### src/rtl/fp_norm_scheduler.sv
// Shared normalization stage for the FFT butterfly: round-robin arbitration between the
// sum and difference adders, then LZC/shift/exponent-adjust into packed IEEE-754 single words.
module fp_norm_scheduler #(
    parameter int EXP_W = 8,
    parameter int SIG_W = 24
) (
    input  logic                      clk,
    input  logic                      rst,
    input  logic [1:0]                req_valid,
    output logic [1:0]                req_ready,
    input  logic [1:0]                req_sign,
    input  logic [2*EXP_W-1:0]        req_exp,
    input  logic [2*(SIG_W+1)-1:0]    req_sig,
    output logic                      out_valid,
    input  logic                      out_ready,
    output logic [EXP_W+SIG_W-1:0]    out_data,
    output logic                      out_id
);

    localparam int MANT_W  = SIG_W - 1;
    localparam int LZC_W   = $clog2(SIG_W);
    localparam int E9_W    = EXP_W + 1;
    localparam int EXP_MAX = (1 << EXP_W) - 1;

    // Handshake: a transfer happens on a rising edge where valid & ready are both high.
    // A producer may drop valid without a transfer; ready never waits on a future valid.
    // req_ready is combinational from req_valid/out_ready; out_* are registered and held
    // stable while out_valid & !out_ready.

    logic                last_grant;
    logic [1:0]          grant;
    logic                advance1;
    logic                advance2;
    logic                accept;
    logic                accept_id;

    logic                s1_valid;
    logic                s1_sign;
    logic [EXP_W-1:0]    s1_exp;
    logic [SIG_W:0]      s1_sig;
    logic                s1_id;

    logic                sel_sign;
    logic [EXP_W-1:0]    sel_exp;
    logic [SIG_W:0]      sel_sig;

    logic [LZC_W-1:0]    lzc;
    logic [E9_W-1:0]     exp9;
    logic [E9_W-1:0]     sum9;
    logic [E9_W-1:0]     diff9;
    logic [MANT_W-1:0]   shifted;
    logic                norm_sign;
    logic [EXP_W-1:0]    norm_exp;
    logic [MANT_W-1:0]   norm_mant;
    logic [EXP_W+SIG_W-1:0] norm_data;

    // On a tie the requester that did not win last time is served.
    always_comb begin
        grant = 2'b00;
        case (req_valid)
            2'b01:   grant = 2'b01;
            2'b10:   grant = 2'b10;
            2'b11:   grant = last_grant ? 2'b01 : 2'b10;
            default: grant = 2'b00;
        endcase
    end

    assign advance2  = !out_valid || out_ready;
    assign advance1  = !s1_valid || advance2;
    assign req_ready = rst ? 2'b00 : (grant & {2{advance1}});
    assign accept    = |(req_valid & req_ready);
    assign accept_id = req_ready[1];

    assign sel_sign = accept_id ? req_sign[1] : req_sign[0];
    assign sel_exp  = accept_id ? req_exp[2*EXP_W-1:EXP_W] : req_exp[EXP_W-1:0];
    assign sel_sig  = accept_id ? req_sig[2*(SIG_W+1)-1:SIG_W+1] : req_sig[SIG_W:0];

    always_ff @(posedge clk) begin
        if (rst) begin
            s1_valid   <= 1'b0;
            s1_sign    <= 1'b0;
            s1_exp     <= '0;
            s1_sig     <= '0;
            s1_id      <= 1'b0;
            last_grant <= 1'b1;
        end else if (advance1) begin
            s1_valid <= accept;
            if (accept) begin
                s1_sign    <= sel_sign;
                s1_exp     <= sel_exp;
                s1_sig     <= sel_sig;
                s1_id      <= accept_id;
                last_grant <= accept_id;
            end
        end
    end

    // Leading-zero count over the significand (carry bit excluded); the MSB assignment wins.
    always_comb begin
        lzc = '0;
        for (int i = 0; i < SIG_W; i++) begin
            if (s1_sig[i]) lzc = LZC_W'(SIG_W - 1 - i);
        end
    end

    // Nine-bit exponent math: carry path can overflow to infinity, the shift path
    // underflows when exp - lzc borrows or lands on zero.
    always_comb begin
        exp9      = {1'b0, s1_exp};
        sum9      = exp9 + E9_W'(1);
        diff9     = exp9 - E9_W'(lzc);
        shifted   = MANT_W'(s1_sig[SIG_W-1:0] << lzc);
        norm_sign = s1_sign;
        norm_exp  = '0;
        norm_mant = '0;
        if (s1_sig[SIG_W]) begin
            if (sum9 >= E9_W'(EXP_MAX)) begin
                norm_exp  = EXP_W'(EXP_MAX);
                norm_mant = '0;
            end else begin
                norm_exp  = sum9[EXP_W-1:0];
                norm_mant = s1_sig[SIG_W-1:1];
            end
        end else if (s1_sig[SIG_W-1:0] == '0) begin
            norm_sign = 1'b0;
        end else if (diff9[EXP_W] || (diff9[EXP_W-1:0] == '0)) begin
            norm_exp  = '0;
            norm_mant = '0;
        end else begin
            norm_exp  = diff9[EXP_W-1:0];
            norm_mant = shifted;
        end
        norm_data = {norm_sign, norm_exp, norm_mant};
    end

    always_ff @(posedge clk) begin
        if (rst) begin
            out_valid <= 1'b0;
            out_data  <= '0;
            out_id    <= 1'b0;
        end else if (advance2) begin
            out_valid <= s1_valid;
            if (s1_valid) begin
                out_data <= norm_data;
                out_id   <= s1_id;
            end
        end
    end

endmodule

### config.mk
export PLATFORM = sky130hd
export DESIGN_NAME = fp_norm_scheduler
export DESIGN_NICKNAME = d
export VERILOG_FILES = /design/src/rtl/fp_norm_scheduler.sv
export SDC_FILE = /design/constraint.sdc
export NUM_CORES = 1
export LEC_CHECK = 0
export ABC_AREA = 1
export CAP_MARGIN = 30
export CELL_PAD_IN_SITES_DETAIL_PLACEMENT = 1
export CELL_PAD_IN_SITES_GLOBAL_PLACEMENT = 2
export CORE_ASPECT_RATIO = 1.4
export CORE_MARGIN = 2
export CORE_UTILIZATION = 28
export DETAILED_ROUTE_END_ITERATION = 8
export PLACE_DENSITY = 0.88
export SKIP_LAST_GASP = 1
export SLEW_MARGIN = 0
export SYNTH_ARGS = -nofsm -noshare
export SYNTH_HDL_FRONTEND = slang
export SYNTH_SLANG_ARGS = --single-unit
### constraint.sdc
create_clock -name clk -period 11.9 [get_ports clk]
set_input_delay 2.38 -clock clk [delete_from_list [all_inputs] [get_ports clk]]
set_output_delay 2.38 -clock clk [all_outputs]
set_load 0.02 [all_outputs]
**Yosys cells after proc, flatten, opt, wreduce, memory -nomap -nowiden**

Index checks and enable logic that the tools add are counted.

- Register bits: 71
- Output and inout bits: 36
- Word-level logic and storage cells: 68

- $add $sub $neg: 2
- Order comparisons: 1
- Eq/ne operators: 3
- Shift operators: 1
- Multiplexer cells: 40
- Bitwise operators: 2
- Reductions and logical operators: 10

Operator list:

| operator | count |
|---|---|
| 5-bit two-way mux | 24 |
| 23-bit two-way mux | 4 |
| 8-bit two-way mux | 5 |
| 25-bit two-way mux | 1 |
| 24-bit logical NOT | 1 |
| 24-bit by 5-bit left shift with 23-bit output | 1 |
| 8-bit by 1-bit adder with 9-bit output (second input constant) | 1 |
| 9-bit by 8-bit >= comparator with 1-bit output (second input constant) | 1 |
| 8-bit by 5-bit subtractor with 9-bit output | 1 |
| 8-bit logical NOT | 1 |
| 2-bit one-hot mux with 3 select lines | 1 |
| 2-bit bitwise AND | 2 |
| 2-bit equality test (second input constant) | 2 |
| 2-bit two-way mux | 2 |
| 2-bit AND reduction | 2 |
| 1-bit logical OR | 3 |
| 1-bit two-way mux | 3 |
| 2-bit by 1-bit equality test with 1-bit output (second input constant) | 1 |
| 1-bit logical NOT | 2 |
| 2-bit OR reduction | 1 |

**Longest topological paths before layout**

Gate-level depths: netlist of the first run.

- Depth in word-level cells: 30
- Gate-level depth with buffers: 39
- Depth with buffers taken out: 38

**Least setup slack after synthesis of the first run**

Ideal clock, no wire load.

- Path kind: input to output
- Start point: input port rst
- End point: output port req_ready[1]
- Arrival time: 3.380 ns
- Data required time: 9.520 ns
- Setup slack: 6.140 ns
- Cell stages on the path: 5
- Buffers on the path: 2
- Path through: clkbuf_1 inv_1 nand3_1 inv_2 buf_1

- Longest elaborated chain between the ends: 1

Ends and longest elaborated chain:

| what | line | text |
|---|---|---|
| start, declared | 8 | `input logic rst,` |
| 2-bit two-way mux | 70 | `assign req_ready = rst ? 2'b00 : (grant & {2{advance1}});` |
| end, declared | 10 | `output logic [1:0] req_ready,` |

No other way between the ends.

**Worst setup path after layout of the first run**

- Start point: input port rst
- End point: output port req_ready[0]

The elaborated chain is that of the path after synthesis.

==> run summary, run 1 <==
Status - completed
R2r setup slk - 6.52 ns
Die span in x - 114 um
H-tree Lvls - 3
Antenna diodes - 0
Gate power share - 0.416
Final setup TNS - 0 ns
Vias in the first global route - 5596
Placed cells - 1053
PnR worst setup slack - 4.87 ns
Crit path arrival time - 4.65 ns
MaxCap Viol Count - 0
Worst vdd ir - 0.0572 mV
GRT Total Usage - 0.205
Multi-input gate area - 2880 um2
Drt pass-1 iters - 5
Net Count, Synth - 859
Initial Utilization - 0.285
Required time of the critical path - 9.52 ns
CTS tree - yes
CTS Hold Bufs - 0
Netlist cell types - 38
Normalized max-slew margin - 0.352
Worst hold endpoint - s1_id
Unrepaired setup endpoints after global routing - no
Sequential Area - 1420 um2
Layout cells sized above 1 - 0.0358
Fin Hold WS - 0.492 ns
Period utilisation layout - 0.591
Root Driver - clkbuf_16
CORE AREA - 16700 um2
Crit Reg-Reg Endpoint - out_data[26]
Final min period - 7.03 ns
Layout Skew - 0.00913 ns
First-pass GRT wire length - 29200 um
DRT antenna net count - 0
Overflow after GRT - 0
Row cnt - 56
Worst r2r src - s1_sig[3]
Reg2Reg Depth - 34
Synthesized area - 4760 um2
Via count - 5600
Area delta synth->final - 31.1%
Sw frac - 0.420
Post-synth top area share - 0.299
Ports - 109
Final hold violations - 0
Worst Hold Depth - 2
Syn_area_per_cell - 6.12 um2
Area after DPL - 5960 um2
PD cells - 150 nW/um2
Cell taking the most area after synthesis - dfxtp_1
Register clock-pin slew on the reported worst setup and hold paths - 0.06 ns
Post-CTS Repair Setup Buffers - 0
Int Pwr - 542 uW
Routability Congestion - 0.875
Startpoint types - input port
Fin cells - 1069
Switching pwr - 392 uW
Wirelength, routed - 18300 um
Critical path class - in -> out
Nets@finish - 943
Clk_lat worst skew - 0.35 ns
Via density per instance - 5.24
Leak - 2.66 nW
Synth area leaders - dfxtp_1 30%, nand2_1 17%, nand3_1 12%, o21ai_0 8.1%, a31oi_1 5.7%
Remaining DRCs - 0
Die Ht - 158 um
Hold WC Path Type - reg -> reg
Flop pwr share - 0.306
Die area - 18100 um2
Endpoints failing setup - 0
CP Capture Type - output pin
Post-CTS resize count - 0
Yosys warnings - 0
Clock Power Share - 0.278
Layout fillers - 2179
PortBufs - 108
Most frequent cells in the layout - 217 x nand2_1, 115 x nand3_1, 108 x clkdlybuf4s50_1
Post-route cell area - 6240 um2
Hold Path Origin - s1_id
Num CTS Buffers - 9
DP Wirelength - 13400 um
Synth Instances - 777
Final Max Slew Viols - 0
Commonest non-fill, non-tap cell in the layout - nand2_1
FF+latch count, synth - 71
Sink Count - 71
CTS max path bufs - 2
Detailed router's first-iteration violation count - 217
Largest net degree at the start of global routing - 66
Seq/Total Area, Yosys - 0.299
Wire per inst - 17.1 um
Critical Path Fanout Max - 65
FMAX - 142 MHz
Least-Margin Pin Slew - 0.970 ns
Initial antenna violation count - 0
DP Worst Slack - 4.85 ns
-- metrics by stage --
step	util	power [mW]
finish	0.374	0.934
global route	0.374	0.994
CTS	0.374	0.937
detailed placement	0.358	0.676
global placement	0.357	0.671
floorplan	-	0.544
-- kinds of logic (layout without fill, tap and decap cells) --
kind of cell	count (synthesis)	count (layout)	share of synthesized area
AOI/OAI and AO/OA	162	162	0.193
xor gates and xnor gates	11	11	0.0203
adders and majority gates	9	9	0.0253
buffers and inverters	114	203	0.0966
DFF	71	71	0.299
and+or+nand+nor	410	410	0.366
-- Yosys cell counts --
| cell type | n |
|---|---|
| a221o_1 | 1 |
| buf_6 | 3 |
| buf_2 | 4 |
| o21ai_1 | 3 |
| a31oi_1 | 43 |
| inv_1 | 65 |
| nor4_1 | 4 |
| a41oi_1 | 1 |
| buf_1 | 4 |
| a21oi_1 | 21 |
| clkbuf_1 | 31 |
| dfxtp_1 | 71 |
| xnor2_1 | 2 |
| nand4_1 | 11 |
| fa_1 | 1 |
| nand2_1 | 217 |
| o31ai_1 | 1 |
| clkinv_1 | 2 |
| inv_2 | 4 |
| a21boi_0 | 1 |
| a211oi_1 | 1 |
| or2_1 | 1 |
| a221oi_1 | 1 |
| o221ai_1 | 1 |
| ha_1 | 8 |
| xor2_1 | 9 |
| nand3b_1 | 1 |
| o21ai_0 | 77 |
| o21bai_1 | 1 |
| o211ai_1 | 9 |
| nor3_1 | 2 |
| nand2_4 | 1 |
| a311oi_1 | 1 |
| nor2_1 | 56 |
| buf_4 | 1 |
| nor2_2 | 1 |
| nand3_1 | 115 |
| nand2_2 | 1 |
-- power groups by stage --
stage | combinational [mW] | sequential, mW | clock (mW)
after floorplan | 0.254 | 0.291 | 0
after global placement | 0.380 | 0.291 | 0
after detailed placement | 0.386 | 0.291 | 0
after CTS | 0.388 | 0.286 | 0.263
after global routing | 0.434 | 0.289 | 0.271
final | 0.388 | 0.286 | 0.260
-- worst max path at each step --
stage               start           end  slack [ns]  cells after the start
floorplan             rst  req_ready[1]        6.14                      5
global placement      rst  req_ready[0]        4.91                      6
detailed placement    rst  req_ready[0]        4.85                      6
global route          rst  req_ready[0]        4.63                      6
CTS                   rst  req_ready[0]        4.83                      6
finish                rst  req_ready[0]        4.87                      6
-- flip-flops by register name, summed over array words and instances, names as in the netlist --
name	count
out_data	32
s1_sig	25
s1_exp	8
last_grant	1
out_id	1
out_valid	1
s1_id	1
s1_sign	1
s1_valid	1
-- routing by layer --
layer	wire, um	share of wire	up-vias	GRT usage
met1	8290	0.45	2660	0.265
met3	626	0.034	24	0.0218
met4	358	0.020	0	0.0674
met2	8990	0.49	135	0.356
met5	0	0	-	0
li1	-	-	2781	-
-- worst max-delay path: stages --
cell	delay, ns
clkdlybuf4s50_1	0.63
inv_1	0.17
buf_4	0.48
nand2_1	0.11
nor2_1	0.21
clkdlybuf4s50_1	0.66
-- cell type report --
type / instances / area share
Clock inverter: 6 / 0.00582
Clock buffer: 10 / 0.0383
Timing Repair Buffer: 116 / 0.184
Sequential cell: 71 / 0.228
Tap cell: 203 / 0.0407
Inverter: 71 / 0.0427
Multi-Input combinational cell: 592 / 0.461
No activity file was read; power rests on OpenSTA's default activity.
==> run 2: changes to the inputs <==
- CORE_UTILIZATION: 28 -> 26
- PLACE_DENSITY: 0.88 -> 0.83
- clock period: 11.9 -> 6.55 ns (I/O delays scaled with it)
==> run summary, run 2 (same netlist as run 1, synthesis figures left out) <==
CTS Hold Bufs - 0 (unchanged)
Unrepaired setup endpoints after global routing - no (unchanged)
Endpoints failing setup - 0 (unchanged)
Final min period - 5.15 ns
Sink Count - 71 (unchanged)
Layout fillers - 2324 (was 2179)
Most frequent cells in the layout - 217 x nand2_1, 115 x nand3_1, 108 x clkdlybuf4s50_1 (unchanged)
Remaining DRCs - 0 (unchanged)
GRT Total Usage - 0.197 (was 0.205)
Largest register FFs - 32 (unchanged)
Wire per inst - 17.0 um (was 17.1 um)
Leak - 2.69 nW (was 2.66 nW)
PD cells - 276 nW/um2 (was 150 nW/um2)
Overflow after GRT - 0 (unchanged)
Critical Path Fanout Max - 25 (was 65)
CP max stage cell - nor2_1 (was clkdlybuf4s50_1)
Required time of the critical path - 6.81 ns (was 9.52 ns)
Post-CTS resize count - 0 (unchanged)
Die area - 19400 um2 (was 18100 um2)
DP Wirelength - 14200 um (was 13400 um)
Die span in x - 118 um (was 114 um)
Fin cells - 1109 (was 1069)
Worst r2r src - s1_sig[1] (was s1_sig[3])
Normalized max-slew margin - 0.310 (was 0.352)
First-pass GRT wire length - 30200 um (was 29200 um)
H-tree Lvls - 3 (unchanged)
Regs by FF count - out_data (32), s1_sig (25), s1_exp (8) (unchanged)
CP Capture Type - flip-flop (was output pin)
Die Ht - 164 um (was 158 um)
Most frequent CP cell - nand2_1 (was clkdlybuf4s50_1)
Startpoint types - flip-flop (was input port)
MaxCap Viol Count - 0 (unchanged)
WP buf/inv - 1 (was 4)
Clk_lat worst skew - 0.35 ns (about the same)
Top reg by flops - out_data (unchanged)
FMAX - 194 MHz
CORE AREA - 17900 um2 (was 16700 um2)
Worst setup startpoint - s1_sig[1] (was rst)
Status - completed (unchanged)
Via density per instance - 5.03 (was 5.24)
Largest net degree at the start of global routing - 66 (unchanged)
Via count - 5573 (was 5600)
Final setup TNS - 0 ns (unchanged)
Routability Congestion - 0.869 (was 0.875)
Layout cells sized above 1 - 0.0391 (was 0.0358)
Hold Path Origin - s1_sign (was s1_id)
Num CTS Buffers - 9 (unchanged)
Root Driver - clkbuf_16 (unchanged)
Drt pass-1 iters - 5 (unchanged)
Post-CTS Repair Setup Buffers - 0 (unchanged)
Nets@finish - 946 (was 943)
PortBufs - 108 (unchanged)
Ports - 109 (unchanged)
Hold WC Path Type - reg -> reg (unchanged)
Critical path class - reg -> reg (was in -> out)
Layout Skew - 0.00945 ns (was 0.00913 ns)
CTS tree - yes (unchanged)
Least-Margin Pin Slew - 1.03 ns (was 0.970 ns)
Initial antenna violation count - 0 (unchanged)
Final core utilization - 0.353 (was 0.374)
Final hold violations - 0 (unchanged)
Vias in the first global route - 5582 (was 5596)
Detailed router's first-iteration violation count - 212 (was 217)
Worst vdd ir - 0.113 mV (was 0.0572 mV)
PnR worst setup slack - 1.40 ns (was 4.87 ns)
Commonest non-fill, non-tap cell in the layout - nand2_1 (unchanged)
Period utilisation layout - 0.786
Fin Hold WS - 0.486 ns (was 0.492 ns)
Wirelength, routed - 18800 um (was 18300 um)
Final Max Slew Viols - 0 (unchanged)
DRT antenna net count - 0 (unchanged)
Register clock-pin slew on the reported worst setup and hold paths - 0.06 ns (about the same)
CTS max path bufs - 2 (unchanged)
Delay-heaviest family, CP - simple AND/OR/NAND/NOR gates (was buffers and inverters)
Placed cells - 1093 (was 1053)
Initial Utilization - 0.265 (was 0.285)
CP max stage delay - 0.80 ns (was 0.66 ns)
Area delta synth->final - 33.2% (was 31.1%)
Row cnt - 58 (was 56)
Crit path arrival time - 5.40 ns (was 4.65 ns)
Antenna diodes - 0 (unchanged)
DP Worst Slack - 1.41 ns (was 4.85 ns)
-- run 2: layout make-up --
cell class / instances / area [um2] / share of cell area
Tap cell: 240 / 300 / 0.0474
Multi-Input combinational cell: 592 / 2880 / 0.454
Timing Repair Buffer: 119 / 1160 / 0.184
Inverter: 71 / 267 / 0.0421
Clock inverter: 6 / 67.6 / 0.0107
Sequential cell: 71 / 1420 / 0.224
Clock buffer: 10 / 239 / 0.0377
-- run 2: through the flow --
stage	area [um2]	power [mW]
after floorplan	4760	0.989
after global placement	6030	1.23
after detailed placement	6030	1.23
after CTS	6330	1.76
after global routing	6330	1.87
final	6330	1.75
-- run 2: worst min-delay path, delay by kind of cell (launching register included) --
family / cells / cell delay, ns
and+or+nand+nor: 1 / 0.07
DFF: 1 / 0.32
AOI/OAI and AO/OA: 1 / 0.05
-- run 2: final timing paths --
| kind | to | slack (ns) | cells after the start |
|---|---|---|---|
| worst min register to register | out_data[31] | 0.49 | 2 |
| worst min-delay path | out_data[31] | 0.49 | 2 |
| worst max-delay path | out_data[2] | 1.40 | 35 |
| worst max register to register | out_data[2] | 1.40 | 35 |
-- run 2: report_power, final --
| part | internal, mW | switching (mW) |
|---|---|---|
| Combinational | 0.251 | 0.460 |
| Sequential | 0.471 | 0.0462 |
| Clock | 0.308 | 0.214 |
| Total | 1.03 | 0.720 |
-- run 2: per-layer routing --
metal / part of all wire / track usage / vias to the layer above / routed length [um]
met4: 0.034 / 0.0794 / 0 / 631
met2: 0.49 / 0.331 / 143 / 9160
li1: - / - / 2793 / -
met1: 0.44 / 0.253 / 2605 / 8340
met5: 0 / 0 / - / 0
met3: 0.036 / 0.0295 / 32 / 676
==> edit 1, RTL diff (settings of run 2) <==
`EXP_W`: 8 -> 7.
--- a/src/rtl/fp_norm_scheduler.sv
+++ b/src/rtl/fp_norm_scheduler.sv
@@ -3,3 +3,3 @@
 module fp_norm_scheduler #(
-    parameter int EXP_W = 8,
+    parameter int EXP_W = 7,
     parameter int SIG_W = 24
Ports: changed (resized out_data and req_exp); port bits go from 109 to 106. No check against the original RTL was run, so the function may have changed too.
==> edit 1 against run 2 <==
  * Routed wire length is 3.9% higher
  * Cell area down 0.73%
  * Count of clock-buffer cells in the layout increased by 2
  * Sequential cell count down 2
  * Critical path depth up 3
  * Power grew 2.1%
  * Utilization down 0.40 points
  * Synthesized cell count down 0.64%
  * Clock skew is 0.0054 ns lower
  * Setup slack improved by 0.23 ns
  * Non-clock buffer count shrank 3
  * Area after synthesis grew 0.47%
  * Critical endpoint is now out_data[15]
==> edit 1: results (changes against run 2) <==
INFO  metric stdcell_count = 1,100 (was 1,109)
INFO  metric syn_avg_cell_area = 6.19 um2 (was 6.12 um2)
INFO  metric via_count_of_the_first_global_routing_pass = 5,732 (was 5,582)
INFO  metric vias_per_cell = 4.98 (was 5.03)
INFO  metric library_cells_used_by_synthesis = 39 (was 38)
INFO  metric mappedNetlistNets = 851 (was 859)
INFO  metric synth_xor_area_share = 1.47% (was 2.03%)
INFO  metric num-fill-cells = 2,379 (was 2,324)
INFO  metric layout-drive-gt1-share = 5.58% (was 3.91%)
INFO  metric portBuffers = 105 (was 108)
INFO  metric p_leak = 2.72 nW (was 2.69 nW)
INFO  metric layout.nets = 934 (was 946)
INFO  metric drtIter0Drc = 277 (was 212)
INFO  metric first_pass_iters = 4 (was 5)
INFO  metric clock-skew-final = 0.00403 ns (was 0.00945 ns)
INFO  metric routed_wire_length_per_instance = 17.8 um (was 17.0 um)
INFO  metric number_of_flip_flops_in_the_largest_register = 31 (was 32)
INFO  metric yosys.area_share.adder = 2.25% (was 2.53%)
INFO  metric detailed_place_hpwl = 14,900 um (was 14,200 um)
INFO  metric run_status = finished clean (unchanged)
INFO  metric grt_usage = 20.2% (was 19.7%)
INFO  metric finalWeightedCongestion = 0.906 (was 0.869)
INFO  metric max-vdd-ir-drop = 0.0939 mV (was 0.113 mV)
INFO  metric relative_slew_margins = 38.4% (was 31.0%)
INFO  metric netlist_top_cells_count = sky130_fd_sc_hd__nand2_1 (241), sky130_fd_sc_hd__nand3_1 (86), sky130_fd_sc_hd__o21ai_0 (77), sky130_fd_sc_hd__dfxtp_1 (69), sky130_fd_sc_hd__inv_1 (65) (was sky130_fd_sc_hd__nand2_1 (217), sky130_fd_sc_hd__nand3_1 (115), sky130_fd_sc_hd__o21ai_0 (77), sky130_fd_sc_hd__dfxtp_1 (71), sky130_fd_sc_hd__inv_1 (65))
INFO  metric synth_compound_gate_area_share = 19.4% (was 19.3%)
INFO  metric seq_area_frac_synth = 28.9% (was 29.9%)
INFO  metric grt_max_degree = 67 (was 66)
INFO  metric first_pass_grt_wire_length = 30,600 um (was 30,200 um)
INFO  metric largestRegisters = out_data x31, s1_sig x25, s1_exp x7 (was out_data x32, s1_sig x25, s1_exp x8)
==> edit 1: routing by layer <==
metal,routed length [um],global-route usage (%),vias to the layer above
li1,-,-,2748
met3,541,2.59,38
met4,839,9.90,0
met5,0,0,-
met1,7940,22.3,2596
met2,10200,38.0,100
==> edit 1: power groups by stage <==
stage / registers [W] / clock network [W] / logic, W
after floorplan: 0.000516 / 0 / 0.000511
after global placement: 0.000515 / 0 / 0.000771
after detailed placement: 0.000514 / 0 / 0.000776
after CTS: 0.000506 / 0.000510 / 0.000780
after global routing: 0.000511 / 0.000532 / 0.000867
final: 0.000505 / 0.000503 / 0.000779
==> edit 1: cells by family after synthesis <==
| family | count (synthesis) |
|---|---|
| compound gates | 165 |
| xor+xnor | 8 |
| fa+ha+maj | 8 |
| buf+inv | 112 |
| flops | 69 |
| simple gates | 410 |
==> edit 1: critical path, delay by kind of cell, from the launching register on <==
kind,cells,cell delay [ns]
compound gates,1,0.31
xor+xnor,1,0.20
fa+ha+maj,2,0.76
buf+inv,3,0.33
flops,1,0.38
simple gates,31,2.88
==> edit 1: path summary, 6_finish.rpt <==
check                           slack, ns      start  cells after the start      endpoint
worst max-delay path                 1.63  s1_sig[1]                     38  out_data[15]
worst min-delay path                 0.46    s1_sign                      2  out_data[30]
worst max register to register       1.63  s1_sig[1]                     38  out_data[15]
worst min register to register       0.46    s1_sign                      2  out_data[30]
==> edit 1: final cells by class <==
cell class              instances  area (um2)  area share [%]
inverters                      68         255            4.06
clock buffers                  12         246            3.92
multi-input cells             591        2920            46.4
well taps                     240         300            4.78
clock inverters                 4        47.5           0.756
flip-flops and latches         69        1380            22.0
repair buffers                116        1140            18.1
==> edit 2, RTL diff (settings of run 2) <==
Without the edit above. Make the reset (`rst`) asynchronous in 2 clocked blocks.
--- a/src/rtl/fp_norm_scheduler.sv
+++ b/src/rtl/fp_norm_scheduler.sv
@@ -77,3 +77,3 @@
 
-    always_ff @(posedge clk) begin
+    always_ff @(posedge clk or posedge rst) begin
         if (rst) begin
@@ -135,3 +135,3 @@
 
-    always_ff @(posedge clk) begin
+    always_ff @(posedge clk or posedge rst) begin
         if (rst) begin
Behaviour: differs if rst is asserted again (counterexample within 4 cycles, from zero or initial values and one cycle with rst high); with rst held inactive, the same outputs for 4 cycles.
==> edit 2 against run 2 <==
  * Setup slack worse by 0.11 ns
  * Routed wire length down 6.4%
  * Area after synthesis up 5.6%
  * Cell area up 4.2%
  * Die area up 5.4%
  * Critical endpoint is now out_data[14]
  * Cell count down 2.6%
  * Sequential cell count unchanged
Power is not compared: it rests on default switching activity, and its combinational part moved more than twofold at a synthesized area within 25%.
==> edit 2: results (changes against run 2) <==
INFO  metric netlist_top_cells_count = sky130_fd_sc_hd__nand2_1 (171), sky130_fd_sc_hd__nand3_1 (122), sky130_fd_sc_hd__inv_1 (75), sky130_fd_sc_hd__dfrtp_1 (70), sky130_fd_sc_hd__nor2_1 (67) (was sky130_fd_sc_hd__nand2_1 (217), sky130_fd_sc_hd__nand3_1 (115), sky130_fd_sc_hd__o21ai_0 (77), sky130_fd_sc_hd__dfxtp_1 (71), sky130_fd_sc_hd__inv_1 (65))
INFO  metric post-place-ws = 1.24 ns (was 1.41 ns)
INFO  metric mappedNetlistNets = 820 (was 859)
INFO  metric timing_worst_slew_pin_value = 0.952 ns (was 1.03 ns)
INFO  metric register_share_of_the_cell_area = 26.9% (was 22.4%)
INFO  metric routed_wire_length_per_instance = 16.3 um (was 17.0 um)
INFO  metric clock-skew-final = 0.00962 ns (was 0.00945 ns)
INFO  metric async_flop_share = 100% (was 0%)
INFO  metric worst-r2r-setup-slack = 1.30 ns (was 1.40 ns)
INFO  metric post_synth_main_area_contributors = sky130_fd_sc_hd__dfrtp_1 (35%), sky130_fd_sc_hd__nand2_1 (13%), sky130_fd_sc_hd__nand3_1 (12%) (was sky130_fd_sc_hd__dfxtp_1 (30%), sky130_fd_sc_hd__nand2_1 (17%), sky130_fd_sc_hd__nand3_1 (12%))
INFO  metric run_status = finished clean (unchanged)
INFO  metric holdCritStartpoint = last_grant (was s1_sign)
INFO  metric crit_fanout = 24 (was 25)
INFO  metric first_pass_grt_wire_length = 29,200 um (was 30,200 um)
INFO  metric clockNetworkAreaShare = 4.53% (was 4.84%)
INFO  metric layout.nets = 909 (was 946)
INFO  metric multi_input_cells = 552 (was 592)
INFO  metric non_clock_inverter_count = 78 (was 71)
INFO  metric n_all_buffers = 115 (was 119)
INFO  metric drtIter0Drc = 279 (was 212)
INFO  metric postSynth.topFlopCell = sky130_fd_sc_hd__dfrtp_1 (was sky130_fd_sc_hd__dfxtp_1)
INFO  metric via_count = 5,358 (was 5,573)
INFO  metric routed_wirelength = 17,600 um (was 18,800 um)
INFO  metric seq_area_frac_synth = 35.4% (was 29.9%)
INFO  metric worst_r2r_startpoint = s1_sig[2] (was s1_sig[1])
INFO  metric syn_avg_cell_area = 6.80 um2 (was 6.12 um2)
INFO  metric critical_path_max_stage_delay = 0.75 ns (was 0.80 ns)
INFO  metric library_cells_used_by_synthesis = 44 (was 38)
INFO  metric layout.buffer.nonclock.area_share = 17.2% (was 18.4%)
INFO  metric detailed_place_hpwl = 13,900 um (was 14,200 um)
INFO  metric grt_max_degree = 73 (was 66)
INFO  metric hold_path_end = last_grant (was out_data[31])
## edit 2: cell count changes in the layout (fill, tap and decap cells not counted), sizes merged, moves of 6 or more
cell / change
dfxtp: -71
dfrtp: +70
nand2: -46
o21ai: -46
a21oi: +34
a22oi: +33
a31oi: -31
nor2: +12
nand3: +10
inv: +6
nand4: -6
o211ai: -6
## edit 2: how the worst max path moves through the flow
stage               cells past startpoint       from           end  slack (ns)
global route                           35  s1_sig[2]  out_data[12]        0.65
global placement                       35  s1_sig[2]  out_data[14]        1.41
floorplan                               4        rst  req_ready[1]        1.15
finish                                 35  s1_sig[2]  out_data[14]        1.30
detailed placement                     35  s1_sig[2]  out_data[14]        1.24
CTS                                    35  s1_sig[2]  out_data[12]        1.23
## edit 2: logic make-up (layout without fill, tap and decap cells)
kind of cell / after synthesis / after routing / share of synthesized area [%]
DFF: 71 / 71 / 35.4
AOI/OAI and AO/OA: 151 / 151 / 18.0
adders and majority gates: 9 / 9 / 2.39
buffers and inverters: 115 / 209 / 9.27
xor gates and xnor gates: 8 / 8 / 1.40
and+or+nand+nor: 384 / 384 / 33.5
## edit 2: through the flow
step                      utilization (%)  cell area, um2  hold WS [ns]
after floorplan                         -            5020         0.452
after global placement               33.0            6300         0.471
after detailed placement             33.0            6300         0.477
after CTS                            34.6            6600         0.492
after global routing                 34.6            6600         0.503
final                                34.6            6600         0.484
## edit 2: power by group
group	total, W	internal [W]	switching (W)
registers	0.000750	0.000610	0.000139
logic	0.00150	0.000572	0.000926
clock network	0.000496	0.000295	0.000201
## edit 2: metal layers
layer	vias to the layer above	routed length, um	GRT usage (%)
met3	16	547	1.96
met4	0	291	5.20
li1	2669	-	-
met1	2567	8250	25.1
met2	106	8520	29.3
met5	-	0	0
